[src/rtl/spi_mem_pkg.sv]
// Shared types and constants for the SPI memory controller: frame layout,
// command opcodes and FSM state encoding.
package spi_mem_pkg;

  localparam int         ADDR_W     = 24;
  localparam int         FRAME_BITS = 40;
  localparam int         CNT_W      = $clog2(FRAME_BITS);
  localparam logic [7:0] CMD_READ   = 8'h03;
  localparam logic [7:0] CMD_WRITE  = 8'h02;

  typedef enum logic [1:0] {
    ST_IDLE,
    ST_SHIFT,
    ST_DONE
  } state_t;

  // Command, address, then data byte (zero filler on reads), sent MSB first.
  function automatic logic [FRAME_BITS-1:0] build_frame(
    input logic              we,
    input logic [ADDR_W-1:0] addr,
    input logic [7:0]        wdata
  );
    return {(we ? CMD_WRITE : CMD_READ), addr, (we ? wdata : 8'h00)};
  endfunction

endpackage

[src/rtl/spi_mem_ctrl_if.sv]
// Request/response ports of the fetch and data requesters plus the SPI pins.
// The controller uses the slave view; the requester/board side uses master.
interface spi_mem_ctrl_if
  import spi_mem_pkg::*;
();

  logic              if_req_in;
  logic [ADDR_W-1:0] if_addr_in;
  logic              if_ack_out;
  logic [7:0]        if_rdata_out;

  logic              d_req_in;
  logic              d_we_in;
  logic              d_psram_sel_in;
  logic [ADDR_W-1:0] d_addr_in;
  logic [7:0]        d_wdata_in;
  logic              d_ack_out;
  logic              d_err_out;
  logic [7:0]        d_rdata_out;

  logic              sclk_out;
  logic              mosi_out;
  logic              flash_cs_out;
  logic              psram_cs_out;
  logic              miso_in;
  logic              busy_out;

  modport slave (
    input  if_req_in, if_addr_in,
    input  d_req_in, d_we_in, d_psram_sel_in, d_addr_in, d_wdata_in,
    input  miso_in,
    output if_ack_out, if_rdata_out,
    output d_ack_out, d_err_out, d_rdata_out,
    output sclk_out, mosi_out, flash_cs_out, psram_cs_out, busy_out
  );

  modport master (
    output if_req_in, if_addr_in,
    output d_req_in, d_we_in, d_psram_sel_in, d_addr_in, d_wdata_in,
    output miso_in,
    input  if_ack_out, if_rdata_out,
    input  d_ack_out, d_err_out, d_rdata_out,
    input  sclk_out, mosi_out, flash_cs_out, psram_cs_out, busy_out
  );

endinterface

[src/rtl/spi_shift_unit.sv]
// Mode-0 SPI frame engine: shifts a 40-bit frame out MSB first, divides clk
// into SCLK half-periods and captures MISO on each SCLK rising edge.
module spi_shift_unit
  import spi_mem_pkg::*;
#(
  parameter int SCLK_HALF = 1
) (
  input  logic                  clk_in,
  input  logic                  reset_in,
  input  logic                  i_start,
  input  logic [FRAME_BITS-1:0] i_frame,
  input  logic                  i_miso,
  output logic                  o_sclk,
  output logic                  o_mosi,
  output logic                  o_done,
  output logic [7:0]            o_rdata
);

  localparam logic [3:0]       DIV_LAST = 4'(SCLK_HALF - 1);
  localparam logic [CNT_W-1:0] BIT_LAST = CNT_W'(FRAME_BITS - 1);

  logic [FRAME_BITS-1:0] r_sr;
  logic [CNT_W-1:0]      r_bit_cnt;
  logic [3:0]            r_div;
  logic                  r_active;
  logic                  r_sclk;
  logic [7:0]            r_rx;
  logic                  w_phase_end;
  logic                  w_last_bit;

  assign w_phase_end = (r_div == DIV_LAST);
  assign w_last_bit  = (r_bit_cnt == BIT_LAST);

  // NOTE: state registers use non-blocking assignments so every flop samples
  // pre-edge values, independent of statement order within the block.
  always_ff @(posedge clk_in or posedge reset_in) begin
    if (reset_in) begin
      r_sr      <= '0;
      r_bit_cnt <= '0;
      r_div     <= '0;
      r_active  <= 1'b0;
      r_sclk    <= 1'b0;
      r_rx      <= '0;
    end else if (i_start) begin
      r_sr      <= i_frame;
      r_bit_cnt <= '0;
      r_div     <= '0;
      r_active  <= 1'b1;
      r_sclk    <= 1'b0;
    end else if (r_active) begin
      if (!w_phase_end) begin
        r_div <= r_div + 4'd1;
      end else begin
        r_div <= '0;
        if (!r_sclk) begin
          r_sclk <= 1'b1;
          r_rx   <= {r_rx[6:0], i_miso};
        end else begin
          r_sclk <= 1'b0;
          if (w_last_bit) begin
            r_active <= 1'b0;
          end else begin
            r_bit_cnt <= r_bit_cnt + CNT_W'(1);
            r_sr      <= {r_sr[FRAME_BITS-2:0], 1'b0};
          end
        end
      end
    end
  end

  // The shift register only moves on SCLK falling edges, so MOSI is stable
  // through every high phase and drops to 0 the moment the frame ends.
  assign o_mosi  = r_active & r_sr[FRAME_BITS-1];
  assign o_sclk  = r_sclk;
  assign o_done  = r_active & r_sclk & w_phase_end & w_last_bit;
  assign o_rdata = r_rx;

endmodule

[src/rtl/spi_mem_ctrl.sv]
// SPI flash/PSRAM controller: round-robin arbitration between instruction
// fetch and data ports, transaction FSM and response registers.
module spi_mem_ctrl
  import spi_mem_pkg::*;
#(
  parameter int SCLK_HALF = 1
) (
  input  logic           clk_in,
  input  logic           reset_in,
  spi_mem_ctrl_if.slave  bus
);

  state_t                r_state;
  state_t                w_state_nxt;
  logic                  r_prio_data;
  logic                  r_port_data;
  logic                  r_psram;
  logic                  r_err;
  logic [7:0]            r_if_rdata;
  logic [7:0]            r_d_rdata;
  logic                  w_pick_data;
  logic                  w_flash_wr;
  logic                  w_grant;
  logic                  w_start;
  logic                  w_done;
  logic [FRAME_BITS-1:0] w_frame;
  logic [7:0]            w_rx;

  // Data wins when it is the only requester or when it holds the tie priority.
  assign w_pick_data = bus.d_req_in & (~bus.if_req_in | r_prio_data);
  assign w_flash_wr  = w_pick_data & bus.d_we_in & ~bus.d_psram_sel_in;
  assign w_frame     = w_pick_data
                     ? build_frame(bus.d_we_in, bus.d_addr_in, bus.d_wdata_in)
                     : build_frame(1'b0, bus.if_addr_in, 8'h00);

  always_ff @(posedge clk_in or posedge reset_in) begin
    if (reset_in) r_state <= ST_IDLE;
    else          r_state <= w_state_nxt;
  end

  always_comb begin
    // NOTE: every signal written here gets a default first, so no path can
    // leave one unassigned and infer a latch.
    w_state_nxt      = r_state;
    w_grant          = 1'b0;
    w_start          = 1'b0;
    bus.busy_out     = 1'b1;
    bus.if_ack_out   = 1'b0;
    bus.d_ack_out    = 1'b0;
    bus.d_err_out    = 1'b0;
    bus.flash_cs_out = 1'b1;
    bus.psram_cs_out = 1'b1;
    case (r_state)
      ST_IDLE: begin
        bus.busy_out = 1'b0;
        if (bus.if_req_in || bus.d_req_in) begin
          w_grant     = 1'b1;
          w_start     = ~w_flash_wr;
          w_state_nxt = w_flash_wr ? ST_DONE : ST_SHIFT;
        end
      end
      ST_SHIFT: begin
        bus.flash_cs_out = r_psram;
        bus.psram_cs_out = ~r_psram;
        if (w_done) w_state_nxt = ST_DONE;
      end
      ST_DONE: begin
        bus.if_ack_out = ~r_port_data;
        bus.d_ack_out  = r_port_data;
        bus.d_err_out  = r_err;
        w_state_nxt    = ST_IDLE;
      end
      default: w_state_nxt = ST_IDLE;
    endcase
  end

  always_ff @(posedge clk_in or posedge reset_in) begin
    if (reset_in) begin
      r_prio_data <= 1'b1;
      r_port_data <= 1'b0;
      r_psram     <= 1'b0;
      r_err       <= 1'b0;
      r_if_rdata  <= '0;
      r_d_rdata   <= '0;
    end else begin
      if (w_grant) begin
        r_port_data <= w_pick_data;
        r_psram     <= w_pick_data & bus.d_psram_sel_in;
        r_err       <= w_flash_wr;
        r_prio_data <= ~w_pick_data;
        if (w_flash_wr) r_d_rdata <= '0;
      end
      if (w_done) begin
        if (r_port_data) r_d_rdata  <= w_rx;
        else             r_if_rdata <= w_rx;
      end
    end
  end

  assign bus.if_rdata_out = r_if_rdata;
  assign bus.d_rdata_out  = r_d_rdata;

  spi_shift_unit #(
    .SCLK_HALF (SCLK_HALF)
  ) u_shift (
    .clk_in   (clk_in),
    .reset_in (reset_in),
    .i_start  (w_start),
    .i_frame  (w_frame),
    .i_miso   (bus.miso_in),
    .o_sclk   (bus.sclk_out),
    .o_mosi   (bus.mosi_out),
    .o_done   (w_done),
    .o_rdata  (w_rx)
  );

endmodule

[src/flat_wrapper.sv]
// flat-port wrapper written by rule: the top's interface ports become plain ports
module spi_mem_ctrl_flat import spi_mem_pkg::*;
#(
  parameter int SCLK_HALF = 1
)
  (clk_in, reset_in, bus_if_req_in, bus_if_addr_in, bus_d_req_in, bus_d_we_in, bus_d_psram_sel_in, bus_d_addr_in, bus_d_wdata_in, bus_miso_in, bus_if_ack_out, bus_if_rdata_out, bus_d_ack_out, bus_d_err_out, bus_d_rdata_out, bus_sclk_out, bus_mosi_out, bus_flash_cs_out, bus_psram_cs_out, bus_busy_out);
  spi_mem_ctrl_if bus_i ();
  input  logic clk_in;
  input  logic reset_in;
  input wire logic [$bits(bus_i.if_req_in)-1:0] bus_if_req_in;
  input wire logic [$bits(bus_i.if_addr_in)-1:0] bus_if_addr_in;
  input wire logic [$bits(bus_i.d_req_in)-1:0] bus_d_req_in;
  input wire logic [$bits(bus_i.d_we_in)-1:0] bus_d_we_in;
  input wire logic [$bits(bus_i.d_psram_sel_in)-1:0] bus_d_psram_sel_in;
  input wire logic [$bits(bus_i.d_addr_in)-1:0] bus_d_addr_in;
  input wire logic [$bits(bus_i.d_wdata_in)-1:0] bus_d_wdata_in;
  input wire logic [$bits(bus_i.miso_in)-1:0] bus_miso_in;
  output wire logic [$bits(bus_i.if_ack_out)-1:0] bus_if_ack_out;
  output wire logic [$bits(bus_i.if_rdata_out)-1:0] bus_if_rdata_out;
  output wire logic [$bits(bus_i.d_ack_out)-1:0] bus_d_ack_out;
  output wire logic [$bits(bus_i.d_err_out)-1:0] bus_d_err_out;
  output wire logic [$bits(bus_i.d_rdata_out)-1:0] bus_d_rdata_out;
  output wire logic [$bits(bus_i.sclk_out)-1:0] bus_sclk_out;
  output wire logic [$bits(bus_i.mosi_out)-1:0] bus_mosi_out;
  output wire logic [$bits(bus_i.flash_cs_out)-1:0] bus_flash_cs_out;
  output wire logic [$bits(bus_i.psram_cs_out)-1:0] bus_psram_cs_out;
  output wire logic [$bits(bus_i.busy_out)-1:0] bus_busy_out;
  assign bus_i.if_req_in = bus_if_req_in;
  assign bus_i.if_addr_in = bus_if_addr_in;
  assign bus_i.d_req_in = bus_d_req_in;
  assign bus_i.d_we_in = bus_d_we_in;
  assign bus_i.d_psram_sel_in = bus_d_psram_sel_in;
  assign bus_i.d_addr_in = bus_d_addr_in;
  assign bus_i.d_wdata_in = bus_d_wdata_in;
  assign bus_i.miso_in = bus_miso_in;
  assign bus_if_ack_out = bus_i.if_ack_out;
  assign bus_if_rdata_out = bus_i.if_rdata_out;
  assign bus_d_ack_out = bus_i.d_ack_out;
  assign bus_d_err_out = bus_i.d_err_out;
  assign bus_d_rdata_out = bus_i.d_rdata_out;
  assign bus_sclk_out = bus_i.sclk_out;
  assign bus_mosi_out = bus_i.mosi_out;
  assign bus_flash_cs_out = bus_i.flash_cs_out;
  assign bus_psram_cs_out = bus_i.psram_cs_out;
  assign bus_busy_out = bus_i.busy_out;
  spi_mem_ctrl #(.SCLK_HALF(SCLK_HALF)) u_core (.clk_in(clk_in), .reset_in(reset_in), .bus(bus_i));
endmodule
[config.mk]
export PLATFORM = sky130hd
export DESIGN_NAME = spi_mem_ctrl_flat
export DESIGN_NICKNAME = d
export VERILOG_FILES = /design/src/rtl/spi_mem_pkg.sv /design/src/rtl/spi_mem_ctrl_if.sv /design/src/rtl/spi_shift_unit.sv /design/src/rtl/spi_mem_ctrl.sv /design/src/flat_wrapper.sv
export SDC_FILE = /design/constraint.sdc
export NUM_CORES = 1
export LEC_CHECK = 0
export ABC_AREA = 1
export ABC_CLOCK_PERIOD_IN_PS = 2400
export CELL_PAD_IN_SITES_DETAIL_PLACEMENT = 1
export CELL_PAD_IN_SITES_GLOBAL_PLACEMENT = 1
export CORE_MARGIN = 4
export CORE_UTILIZATION = 34
export CTS_CLUSTER_DIAMETER = 200
export DETAILED_ROUTE_END_ITERATION = 8
export PLACE_DENSITY_LB_ADDON = 0.3
export RECOVER_POWER = 25
export SLEW_MARGIN = 20
export SYNTH_ARGS = -nofsm -noshare
export SYNTH_HDL_FRONTEND = slang
export SYNTH_SLANG_ARGS = --single-unit
[constraint.sdc]
create_clock -name clk_in -period 2.4 [get_ports clk_in]
set_clock_uncertainty 0.1 [all_clocks]
set_input_delay 0.36 -clock clk_in [delete_from_list [all_inputs] [get_ports clk_in]]
set_output_delay 0.36 -clock clk_in [all_outputs]
set_load 0.01 [all_outputs]
==> results of run 1 <==
## cell usage after synthesis (2+ instances only)
cell | count | area (sq um)
nand4_1 | 5 | 31.3
inv_2 | 6 | 22.5
clkbuf_1 | 3 | 11.3
buf_2 | 13 | 65.1
nand3_2 | 20 | 200
nand2_2 | 7 | 43.8
ha_1 | 3 | 37.5
dfrtp_1 | 81 | 2030
nor2_4 | 3 | 33.8
buf_4 | 4 | 30.0
nand3_1 | 76 | 380
o21ai_1 | 15 | 75.1
nor2_1 | 25 | 93.8
nand2_4 | 2 | 22.5
nand4_2 | 2 | 25.0
o21ai_0 | 6 | 30.0
nand2_1 | 225 | 845
xor2_1 | 5 | 43.8
nor2_2 | 3 | 18.8
buf_6 | 5 | 56.3
inv_1 | 24 | 90.1
## metrics by stage
step                      hold slack [ns]  std cells  cell area, sq um  total power, mW
final                               0.377        798              5610             5.22
after global routing                0.405        798              5610             5.62
after CTS                           0.318        798              5640             5.32
after detailed placement            0.365        782              5310             3.72
after global placement              0.351        782              5310             3.62
after floorplan                     0.342        542              4290             3.20
## critical path, stage by stage (launching register included)
cell,delay [ns]
dfrtp_1,0.38
ha_1,0.19
nand2_1,0.13
inv_1,0.12
nand3_4,0.10
nand2_4,0.20
buf_4,0.24
nand2_2,0.20
inv_4,0.24
nand2_1,0.08
nand2_1,0.09
## path summary, 6_finish.rpt
check                      depth (start not counted)  slack, ns                                      end
max                                               10       0.25  u_core.u_shift.r_bit_cnt[4]$_DFFE_PP0P_
min                                                2       0.38      u_core.u_shift.r_sr[39]$_DFFE_PP0P_
max reg2reg                                       10       0.25  u_core.u_shift.r_bit_cnt[4]$_DFFE_PP0P_
min reg2reg                                        2       0.38      u_core.u_shift.r_sr[39]$_DFFE_PP0P_
max in group asynchronous                          3       0.42      u_core.u_shift.r_div[0]$_DFFE_PP0P_
min in group asynchronous                          2       0.52       u_core.u_shift.r_sr[5]$_DFFE_PP0P_
## final cells by class
cell class	count	area (sq um)	area share, %
multi-input combinational	403	1930	34.4
sequential	82	2050	36.6
inverter	31	120	2.14
tap	168	210	3.75
timing repair buffer	98	958	17.1
clock inverter	5	103	1.83
clock buffer	11	233	4.15
## logic make-up (layout without fill, tap and decap cells)
family,after synthesis,count (layout)
fa+ha+maj,3,3
flops,82,82
compound gates,23,23
buf+inv,57,145
simple gates,371,371
mux,1,1
xor+xnor,5,5
## flip-flops by register name, summed over array words and instances (netlist names)
signal and count:
u_core.r_prio_data 1, u_core.r_psram 1, u_core.r_port_data 1, u_core.u_shift.o_rdata 8, u_core.u_shift.r_sr 40, u_core.u_shift.r_active 1
u_core.u_shift.r_div 4, u_core.u_shift.r_bit_cnt 6, u_core.r_state 2, u_core.bus.if_rdata_out 8, u_core.bus.d_rdata_out 8, u_core.r_err 1
u_core.u_shift.o_sclk 1
## layer usage
metal	track usage (%)	wire [microns]	vias up
met5	0	0	-
met4	5.10	125	0
met3	2.85	401	10
met2	29.0	5660	67
met1	19.8	4790	1864
li1	-	-	1896
## power by group through the flow
stage	clock [mW]	sequential [mW]	combinational, mW
2_1_floorplan	0	2.08	1.12
3_3_place_gp	0	2.12	1.50
3_5_place_dp	0	2.14	1.58
4_1_cts	1.60	2.13	1.59
5_1_grt	1.65	2.19	1.78
6_report	1.55	2.12	1.54
==> impl_summary.md, run 1 <==
Logic synthesis
The most used flip-flop cell after synthesis is dfrtp_1. The synthesized netlist devotes 40.2% of its cell area to simple gates. The cell count after synthesis is 542. The synthesis warning total is 0. The number of unique standard cell types used by synthesis is 30. After synthesis, the mean cell area works out to 7.91 sq um. Summing the sequential cell areas from Yosys gives 47.9% of the chip area. Of the post-synthesis cell area, the part taken by muxes is 0.234%. The dominant combinational cell family by area after synthesis is simple AND/OR/NAND/NOR gates.

The post-synthesis async set-or-reset flop share is 100%. The number of flops mapped to enable cells by yosys is 0. The synthesized-area fraction occupied by ao, oa, aoi and oai cells is 2.72%. Summing the areas of all fa, ha and maj instances in the mapped netlist gives 0.876% of the synthesized area.

The area of the mapped netlist is 4290 sq um. The number of register bits inferred by synthesis is 82. The xor/xnor share of the synthesized area is 1.02%. The total nets after synthesis is 608.

Pwr
The analysis attributes to cell leakage a power of 2.76 nW. Per report_power, the combinational group accounts for 29.5% of the total. The proportion of power drawn by the clock network is 29.8%. The worst-case IR drop observed on VDD is 0.439 mV. The internal power of the cells totals 3.50 mW.

Net switching is 32.9% of the power. For this design the ratio of total power to cell area is 930 nW/um^2. The power dissipated by switching net loads is 1.72 mW. The share of total power in sequential cells is 40.7%.

Clocking
The source-to-sink clock delay at the later pin of the worst-skew pair is 0.33 ns. The post-cts hold buffer count is 0. The clock sink count is 82.

The CTS tree is yes. The number of buffers added for setup after CTS is 0. Clock-pin slew was measured on the worst setup and hold paths at 0.06 ns.

The root buffer cell is clkbuf_16. The H-tree was split into 3 levels. No sink is reached through more buffers than the 2 on the longest clock path. The number of instances resized during post-cts repair is 0. Buffers inserted during clock tree synthesis total 9.

Layout
Once layout is complete, the utilization of the core stands at 46.1%. The filler cells instantiated in the layout total 1,486. Leaving out fill and tap cells, the most frequent cell in the layout is nand2_1.

The diode insertion count for antenna repair is 0. Cells with a size suffix above 1 make up 11.7% of the layout. The area added between synthesis and finish is 30.9%. The number of nets at the end of the flow is 691. The top cell types in the final layout, fill and taps aside, are nand2_1 (225), clkdlybuf4s50_1 (85), dfrtp_1 (81), nand3_1 (76), nor2_1 (25).

Route
The number of nets still failing antenna checks after routing is 0. The first detailed-routing pass ran for 4 iterations. The total wirelength of the detailed-routed design is 11,000 microns. The post-detailed-route DRC marker count is 0. The initial detailed-routing violation count is 147. Dividing the detail-routed via count by the number of cells gives 4.81. Across all layers, the routed design uses 3,837 vias.

The average routed wire per standard cell is 13.8 microns.

Timing
The count of final max-slew check failures is 0. The minimum period implied by the final worst setup slack is 2.15 ns. Timing would allow up to 0.466 GHz. The count of final hold-check violations was 0. The transition time at the pin with the least slew margin is 0.899 ns. The final number of setup-violating endpoints is 0. After layout, the worst setup slack is 0.252 ns. Adding up every negative setup slack in the final design gives 0 ns. Setup repair after global routing left no endpoint under its margin.

The headroom to the max-slew limit is 39.7%. In the finished design, the share of the clock period the worst path needs comes to 89.5%.

GRT
The first global-routing pass estimated 19,500 microns of wire. The number of global-route vias before repair is 4,115. Entering global routing, the biggest net connects 34 pins.

The number of antenna violations at the first check in global routing is 0. Summed over all layers, the global routing overflow is 0. The global-route total usage across every layer is 16.2%.

Floorplanning
The vertical die dimension is 120 microns. The initial utilization of the core area, before any placement, comes to 35.2%. 87 I/O pins were placed. The die is 120 microns wide. Row generation in the floorplan step produced 40 rows.

The die covers 14,500 sq um. In this run the standard cell core region covers 12,200 sq um.

Worst setup path
The setup path with the least slack is of type flop to flop. The most critical setup path has its startpoint at u_core.u_shift.r_bit_cnt[0]$_DFFE_PP0P_. STA puts the critical path data required time at 2.57 ns. The data arrival time of the critical path is 2.32 ns. The worst setup path is launched from a flop. STA classifies the critical path endpoint as a flop. In this run the critical register-to-register path is launched from u_core.u_shift.r_bit_cnt[0]$_DFFE_PP0P_. The biggest fanout along the worst timing path is 18.

Placement
Detailed placement finished with a half-perimeter wire length of 8070 microns. The number of I/O port buffers is 86. The worst slack at placement is 0.205 ns. Routability-driven placement finished with a final weighted congestion of 0.776.

Outcome
The run finished with clean final reports.

Min path
The worst min-delay path startpoint is u_core.u_shift.r_sr[39]$_DFFE_PP0P_. The path class of the tightest hold or removal check is flop to flop.

Flow run
The max-cap check violation count is 0.
Note: power is estimated with default switching activity, not from simulation.
==> run 2: changes to the inputs <==
--- a/config.mk
+++ b/config.mk
@@ -10,9 +10,10 @@
 export CELL_PAD_IN_SITES_DETAIL_PLACEMENT = 1
 export CELL_PAD_IN_SITES_GLOBAL_PLACEMENT = 1
 export CORE_MARGIN = 4
-export CORE_UTILIZATION = 34
+export CORE_UTILIZATION = 42
 export CTS_CLUSTER_DIAMETER = 200
 export DETAILED_ROUTE_END_ITERATION = 8
+export DONT_BUFFER_PORTS = 1
 export PLACE_DENSITY_LB_ADDON = 0.3
 export RECOVER_POWER = 25
 export SLEW_MARGIN = 20
==> run 2 against run 1 <==
Global-route usage grew 1.4 points. Critical path depth shrank 1. Register-to-register slack gained 0.12 ns. Core utilization grew 0.084 points. Largest cell class unchanged.
==> impl_summary.md, run 2 (synthesized netlist as in run 1, its figures left out) <==
Outcome
Status: finished clean (unchanged).

Worst setup path
The critical path required time is 2.59 ns (was 2.57 ns). The kind of critical path is flop to flop (unchanged). The biggest fanout along the worst timing path is 17 (was 18). The maximum single-stage delay on the critical path is 0.42 ns (was 0.38 ns). The worst path buffer plus inverter count is 3 (unchanged). The sort of element at the start of the critical path is a flop (unchanged). The category of cells accounting for the largest share of critical-path delay is buffers and inverters (was simple AND/OR/NAND/NOR gates).

The kind of end point of the critical path is a flop (unchanged). The data arrival time of the critical path is 2.22 ns (was 2.32 ns). Crit path cell chain: inv_1 -> ha_1 -> nand2_2 -> nor2_4 -> nand2_4 -> inv_2 -> buf_4 -> nand3_1 -> nand3_1 (was ha_1 -> nand2_1 -> inv_1 -> nand3_4 -> nand2_4 -> buf_4 -> nand2_2 -> inv_4 -> nand2_1 -> nand2_1). The slowest cell on the critical path is dfrtp_1 (unchanged). The cell with the most instances on the worst path is nand3_1 (was nand2_1).

Pwr
The power dissipated by switching net loads is 1.69 mW (was 1.72 mW). The overall power is 4.48 mW (was 5.22 mW). The cell internal power dissipation is 2.79 mW (was 3.50 mW). The share of total power in sequential cells is 47.8% (was 40.7%). The static leakage is 2.35 nW (was 2.76 nW). The power density of the placed cells is 984 nW/um^2 (was 930 nW/um^2). The proportion of power drawn by combinational gates was 28.7% (was 29.5%).

The maximum resistive drop on vdd is 0.319 mV (was 0.439 mV). The proportion of power drawn by the clock network is 23.5% (was 29.8%). The switching portion of total power came to 37.8% (was 32.9%).

Route
The total number of vias was 3,456 (was 3,837). The number of detailed-route iterations in the first pass is 6 (was 4). The total wirelength of the detailed-routed design is 9700 microns (was 11,000 microns). The post-detailed-route DRC marker count is 0 (unchanged).

The number of vias per cell after detailed routing is 5.14 (was 4.81). The number of nets still failing antenna checks after routing is 0 (unchanged). The initial detailed-routing violation count is 137 (was 147).

The average routed wire per standard cell is 14.4 microns (was 13.8 microns).

Clocking
The root buffer cell is clkbuf_8 (was clkbuf_16). The clock sink count is 82 (unchanged). The CTS tree is yes (unchanged). The clock buffer count from CTS came to 9 (unchanged). The maximum count of clock buffers along a single path is 2 (unchanged). The clock-pin transition on the worst setup and hold timing paths is 0.09 ns (was 0.06 ns). The source-to-sink clock delay at the later pin of the worst-skew pair is 0.36 ns (was 0.33 ns).

The number of levels in the clock H-tree was 3 (unchanged).

Timing
The highest clock frequency the design can meet was 0.494 GHz (was 0.466 GHz). The fraction of the cycle the final worst path needs is 84.4% (was 89.5%). The headroom to the max-slew limit is 24.7% (was 39.7%). The final number of setup-violating endpoints was 0 (unchanged).

Setup repair after global routing missed its margin: no (unchanged). The setup TNS is 0 ns (unchanged). The final worst slack is 0.375 ns (was 0.252 ns). The count of final max-slew check failures is 0 (unchanged). The minimum period implied by the final worst setup slack is 2.03 ns (was 2.15 ns). The transition time at the pin with the least slew margin is 1.13 ns (was 0.899 ns). The worst hold slack came to 0.0552 ns (was 0.377 ns).

The count of final hold-check violations is 0 (unchanged).

Floorplanning
The vertical die dimension is 109 microns (was 120 microns). The die extent in x came to 109 microns (was 120 microns). The count of pins on the block boundary came to 87 (unchanged). The area of the die is 11,900 sq um (was 14,500 sq um). The total core area is 9860 sq um (was 12,200 sq um). The number of placement rows is 36 (was 40). The starting density of the core is 43.4% (was 35.2%).

Layout
The most common cell after layout, fill and taps aside was nand2_1 (unchanged). The register bank with the most flops is u_core.u_shift.r_sr (unchanged). The layout cell share with drive strength beyond 1 is 13.1% (was 11.7%).

The flip-flop count of the largest register after layout is 40 (unchanged). The area added between synthesis and finish is 6.34% (was 30.9%). The diode insertion count for antenna repair was 0 (unchanged).

The number of nets at the end of the flow is 601 (was 691). Most frequent cells in the layout: nand2_1 (225), dfrtp_1 (81), nand3_1 (76), nor2_1 (25), inv_1 (23) (was nand2_1 (225), clkdlybuf4s50_1 (85), dfrtp_1 (81), nand3_1 (76), nor2_1 (25)). The final instance area came to 4560 sq um (was 5610 sq um).

Flow run
The max-cap check violation count is 0 (unchanged).

GRT
The global-route total usage across every layer came to 17.6% (was 16.2%). The final global-route overflow total is 0 (unchanged). The maximum number of pins on one net before global-route repair is 83 (was 34).

The number of antenna violations at the first check in global routing was 0 (unchanged). The number of global-route vias before repair was 3,705 (was 4,115). The global-route wire length before repair is 16,800 microns (was 19,500 microns).

Placement
The number of I/O port buffers is 0 (was 86). The post-placement cell area was 4350 sq um (was 5310 sq um). The worst slack at placement is 0.377 ns (was 0.205 ns). The final weighted congestion in routability-driven placement is 0.741 (was 0.776). The detailed-placement wirelength estimate came to 6950 microns (was 8070 microns).

Min path
The type of the most critical hold path is input pin to flop (was flop to flop).
-- run 2: final timing paths --
check,endpoint,slack [ns],from,depth (start not counted)
hold / removal,u_core.u_shift.o_rdata[0]$_DFFE_PP0P_,0.06,bus_miso_in,2
min in group asynchronous,u_core.u_shift.r_sr[3]$_DFFE_PP0P_,0.77,reset_in,3
setup reg to reg,u_core.u_shift.r_sr[29]$_DFFE_PP0P_,0.37,u_core.u_shift.r_div[0]$_DFFE_PP0P_,9
setup / recovery,u_core.u_shift.r_sr[29]$_DFFE_PP0P_,0.37,u_core.u_shift.r_div[0]$_DFFE_PP0P_,9
hold reg to reg,u_core.u_shift.r_sr[39]$_DFFE_PP0P_,0.38,u_core.u_shift.r_sr[38]$_DFFE_PP0P_,2
max in group asynchronous,u_core.u_shift.r_sr[18]$_DFFE_PP0P_,0.68,reset_in,3
-- run 2: power by group through the flow --
stage | combinational, mW | clock [mW] | sequential, mW
detailed placement | 1.32 | 0 | 2.17
finish | 1.29 | 1.05 | 2.15
global placement | 1.24 | 0 | 2.15
floorplan | 1.12 | 0 | 2.08
CTS | 1.32 | 1.09 | 2.15
global route | 1.51 | 1.15 | 2.20
-- run 2: metal layers --
layer  part of all wire, %  wire [microns]  track usage [%]  vias to the layer above
li1                      -               -                -                     1707
met1                    45            4320             21.9                     1679
met2                    49            4790             31.1                       61
met3                   5.1             494             4.14                        9
met4                  0.86              83             3.79                        0
met5                     0               0                0                        -
-- run 2: what timing repair did --
action / in CTS / in global routing
hold endpoints to repair: 81 / 0
gates resized for setup: 0 / 0
setup buffers: 0 / 0
hold buffers: 1 / 0
setup endpoints to repair: 0 / 0
-- run 2: stage by stage --
step,std cells,utilization (%)
after CTS,673,46.3
after detailed placement,656,44.1
after global routing,673,46.2
final,673,46.2
after floorplan,542,-
after global placement,656,44.1
-- run 2: cell type report --
| cell class | instances | area [sq um] |
|---|---|---|
| fillers | 1203 | 5310 |
| inverters | 31 | 123 |
| flip-flops and latches | 82 | 2050 |
| well taps | 133 | 166 |
| repair buffers | 8 | 75.1 |
| clock inverters | 7 | 85.1 |
| multi-input cells | 403 | 1930 |
| clock buffers | 9 | 124 |
==> run 3: changes to the inputs <==
--- a/config.mk
+++ b/config.mk
@@ -6,11 +6,11 @@
 export NUM_CORES = 1
 export LEC_CHECK = 0
 export ABC_AREA = 1
-export ABC_CLOCK_PERIOD_IN_PS = 2400
+export ABC_CLOCK_PERIOD_IN_PS = 2000
 export CELL_PAD_IN_SITES_DETAIL_PLACEMENT = 1
 export CELL_PAD_IN_SITES_GLOBAL_PLACEMENT = 1
 export CORE_MARGIN = 4
-export CORE_UTILIZATION = 42
+export CORE_UTILIZATION = 46
 export CTS_CLUSTER_DIAMETER = 200
 export DETAILED_ROUTE_END_ITERATION = 8
 export DONT_BUFFER_PORTS = 1
==> constraint.sdc (replaced) <==
create_clock -name clk_in -period 2 [get_ports clk_in]
set_clock_uncertainty 0.1 [all_clocks]
set_input_delay 0.3 -clock clk_in [delete_from_list [all_inputs] [get_ports clk_in]]
set_output_delay 0.3 -clock clk_in [all_outputs]
set_load 0.01 [all_outputs]
==> run 3 against run 2 <==
Sequential cell count stayed put. Sequential power up 20%. Count of clock-buffer cells in the layout increased by 1. Combinational power up 22%. Critical path type unchanged. Largest cell class unchanged. Largest power group unchanged.
==> impl_summary.md, run 3 (synthesized netlist as in run 1, its figures left out) <==
Min path
The end point of the most critical hold path is u_core.u_shift.r_sr[18]$_DFFE_PP0P_ (was u_core.u_shift.o_rdata[0]$_DFFE_PP0P_). The worst min-delay path startpoint is bus_d_addr_in[10] (was bus_miso_in). The worst hold path stage count is 4 (was 2). The type of the most critical hold path is input pin to flop (unchanged).

Worst setup path
The biggest fanout along the worst timing path is 30 (was 17). The kind of end point of the critical path is a flop (unchanged). The source of the critical timing path is u_core.r_prio_data$_DFFE_PP1N_ (was u_core.u_shift.r_div[0]$_DFFE_PP0P_). The reg-to-reg setup timing slack was 0.14 ns (was 0.37 ns). The sort of element at the start of the critical path is a flop (unchanged). The critical path required time is 2.21 ns (was 2.59 ns). The depth of the worst register-to-register path was 7 (was 9).

The capturing point of the worst reg2reg path is u_core.u_shift.r_sr[18]$_DFFE_PP0P_ (was u_core.u_shift.r_sr[29]$_DFFE_PP0P_). The data arrival time of the critical path is 2.07 ns (was 2.22 ns). The reg-to-reg startpoint is u_core.r_prio_data$_DFFE_PP1N_ (was u_core.u_shift.r_div[0]$_DFFE_PP0P_). The kind of critical path was flop to flop (unchanged).

Route
The number of vias per cell after detailed routing is 5.33 (was 5.14). The number of nets still failing antenna checks after routing is 0 (unchanged). The number of detailed-route iterations in the first pass is 4 (was 6). The average routed wire per standard cell is 15.4 microns (was 14.4 microns). The total wirelength of the detailed-routed design was 10,100 microns (was 9700 microns). The post-detailed-route DRC marker count is 0 (unchanged).

The initial detailed-routing violation count is 110 (was 137). The total number of vias is 3,502 (was 3,456).

Floorplanning
The number of placement rows was 34 (was 36). The area of the die is 10,900 sq um (was 11,900 sq um). The count of pins on the block boundary is 87 (unchanged).

The total core area is 8890 sq um (was 9860 sq um). The die extent in x came to 105 microns (was 109 microns). The vertical die dimension was 105 microns (was 109 microns).

The starting density of the core was 48.2% (was 43.4%).

Layout
The multi-input gate area in the final layout came to 1940 sq um (was 1930 sq um). The layout cell share with drive strength beyond 1 is 13.7% (was 13.1%). The flip-flop count of the largest register after layout is 40 (unchanged). Most frequent cells in the layout: nand2_1 (225), dfrtp_1 (81), nand3_1 (76), nor2_1 (25), inv_1 (23) (unchanged).

The number of nets at the end of the flow was 610 (was 601). The diode insertion count for antenna repair is 0 (unchanged). The final standard cell count with taps included and fillers excluded is 657 (was 673). The register bank with the most flops was u_core.u_shift.r_sr (unchanged). The share of the core filled with cells in the final layout came to 51.9% (was 46.2%). The combined flip-flop and latch cell area is 2050 sq um (unchanged). The most common cell after layout, fill and taps aside is nand2_1 (unchanged). The area added between synthesis and finish is 7.62% (was 6.34%). The count of filler cells inserted in the layout is 1,108 (was 1,203).

Clocking
The number of levels in the clock H-tree was 3 (unchanged). The clock sink count came to 82 (unchanged). The clock-pin transition on the worst setup and hold timing paths is 0.09 ns (about the same).

The source-to-sink clock delay at the later pin of the worst-skew pair came to 0.37 ns (was 0.36 ns). The root buffer cell is clkbuf_8 (unchanged). The CTS tree is yes (unchanged).

The clock buffer count from CTS was 9 (unchanged). The maximum count of clock buffers along a single path was 2 (unchanged).

Pwr
The power dissipated by switching net loads came to 2.05 mW (was 1.69 mW). The share of total power in sequential cells is 47.7% (was 47.8%). The cell internal power dissipation came to 3.37 mW (was 2.79 mW). The static leakage is 2.38 nW (was 2.35 nW).

The proportion of power drawn by the clock network is 23.2% (was 23.5%). The power density of the placed cells is 1170 nW/um^2 (was 984 nW/um^2). The proportion of power drawn by combinational gates is 29.1% (was 28.7%). The switching portion of total power was 37.9% (was 37.8%). The maximum resistive drop on vdd is 0.387 mV (was 0.319 mV).

Placement
The detailed-placement wirelength estimate is 7230 microns (was 6950 microns). The number of I/O port buffers is 0 (unchanged). The worst slack at placement is 0.129 ns (was 0.377 ns). The final weighted congestion in routability-driven placement is 0.758 (was 0.741).

The number of cells after detailed placement is 636 (was 656).

Timing
The minimum period implied by the final worst setup slack is 1.86 ns (was 2.03 ns). The fraction of the cycle the final worst path needs is 92.9% (was 84.4%). The transition time at the pin with the least slew margin is 1.33 ns (was 1.13 ns).

The final number of setup-violating endpoints is 0 (unchanged). The headroom to the max-slew limit came to 11.1% (was 24.7%). The final worst slack is 0.142 ns (was 0.375 ns). The count of final hold-check violations is 0 (unchanged). Setup repair after global routing missed its margin: no (unchanged).

The count of final max-slew check failures is 0 (unchanged). The highest clock frequency the design can meet came to 0.538 GHz (was 0.494 GHz). The setup TNS is 0 ns (unchanged).

GRT
The global-route total usage across every layer came to 20.0% (was 17.6%). The number of global-route vias before repair came to 3,789 (was 3,705). The final global-route overflow total is 0 (unchanged). The maximum number of pins on one net before global-route repair came to 32 (was 83). The global-route wire length before repair is 18,000 microns (was 16,800 microns). The number of antenna violations at the first check in global routing is 0 (unchanged).

Flow run
The max-cap check violation count is 0 (unchanged).

Outcome
Status: finished clean (unchanged).
## run 3: power groups by stage
stage	Sequential (mW)	Combinational [mW]	Clock, mW
global route	2.66	1.86	1.36
floorplan	2.50	1.34	0
finish	2.58	1.58	1.26
CTS	2.59	1.61	1.28
global placement	2.58	1.50	0
detailed placement	2.61	1.59	0
## run 3: cell type report
type | instances | share of cell area, %
Multi-Input combinational cell | 403 | 42.1
Timing Repair Buffer | 17 | 3.53
Tap cell | 108 | 2.93
Clock buffer | 10 | 2.77
Inverter | 31 | 2.63
Sequential cell | 82 | 44.5
Clock inverter | 6 | 1.57
## run 3: per-stage QoR
step | hold WS, ns | power, mW | instance area, sq um
5_1_grt | 0.0704 | 5.88 | 4610
3_5_place_dp | 0.197 | 4.20 | 4360
3_3_place_gp | 0.188 | 4.08 | 4360
2_1_floorplan | 0.342 | 3.84 | 4290
6_report | 0.0642 | 5.42 | 4610
4_1_cts | 0.0540 | 5.48 | 4610
## run 3: routing by layer
metal / GRT usage [%] / share of wire [%]
met1: 24.6 / 44
met2: 34.8 / 50
met3: 3.23 / 3.8
met4: 8.26 / 2.8
met5: 0 / 0
## run 3: what timing repair did
action                                  CTS  global route
resized for setup                         0             2
endpoints found under the hold margin    26             0
hold buffers                              5             0
endpoints found under the setup margin    0            16
setup buffers                             0             0
## run 3: worst max path at each step
stage | end | cells after the start
final | u_core.u_shift.r_sr[18]$_DFFE_PP0P_ | 7
after global routing | u_core.bus.d_rdata_out[4]$_DFF_PP0_ | 7
after CTS | u_core.bus.d_rdata_out[4]$_DFF_PP0_ | 7
after detailed placement | u_core.bus.d_rdata_out[4]$_DFF_PP0_ | 7
after global placement | u_core.u_shift.r_sr[20]$_DFFE_PP0P_ | 7
after floorplan | u_core.u_shift.r_sr[15]$_DFFE_PP0P_ | 10
## run 3: critical path: stages (launching register included)
cell and delay [ns]:
dfstp_2 0.55, inv_1 0.04, nand2_1 0.09, nand4_2 0.18, nand2_8 0.21, buf_4 0.36
nand3_1 0.16, nand3_2 0.10
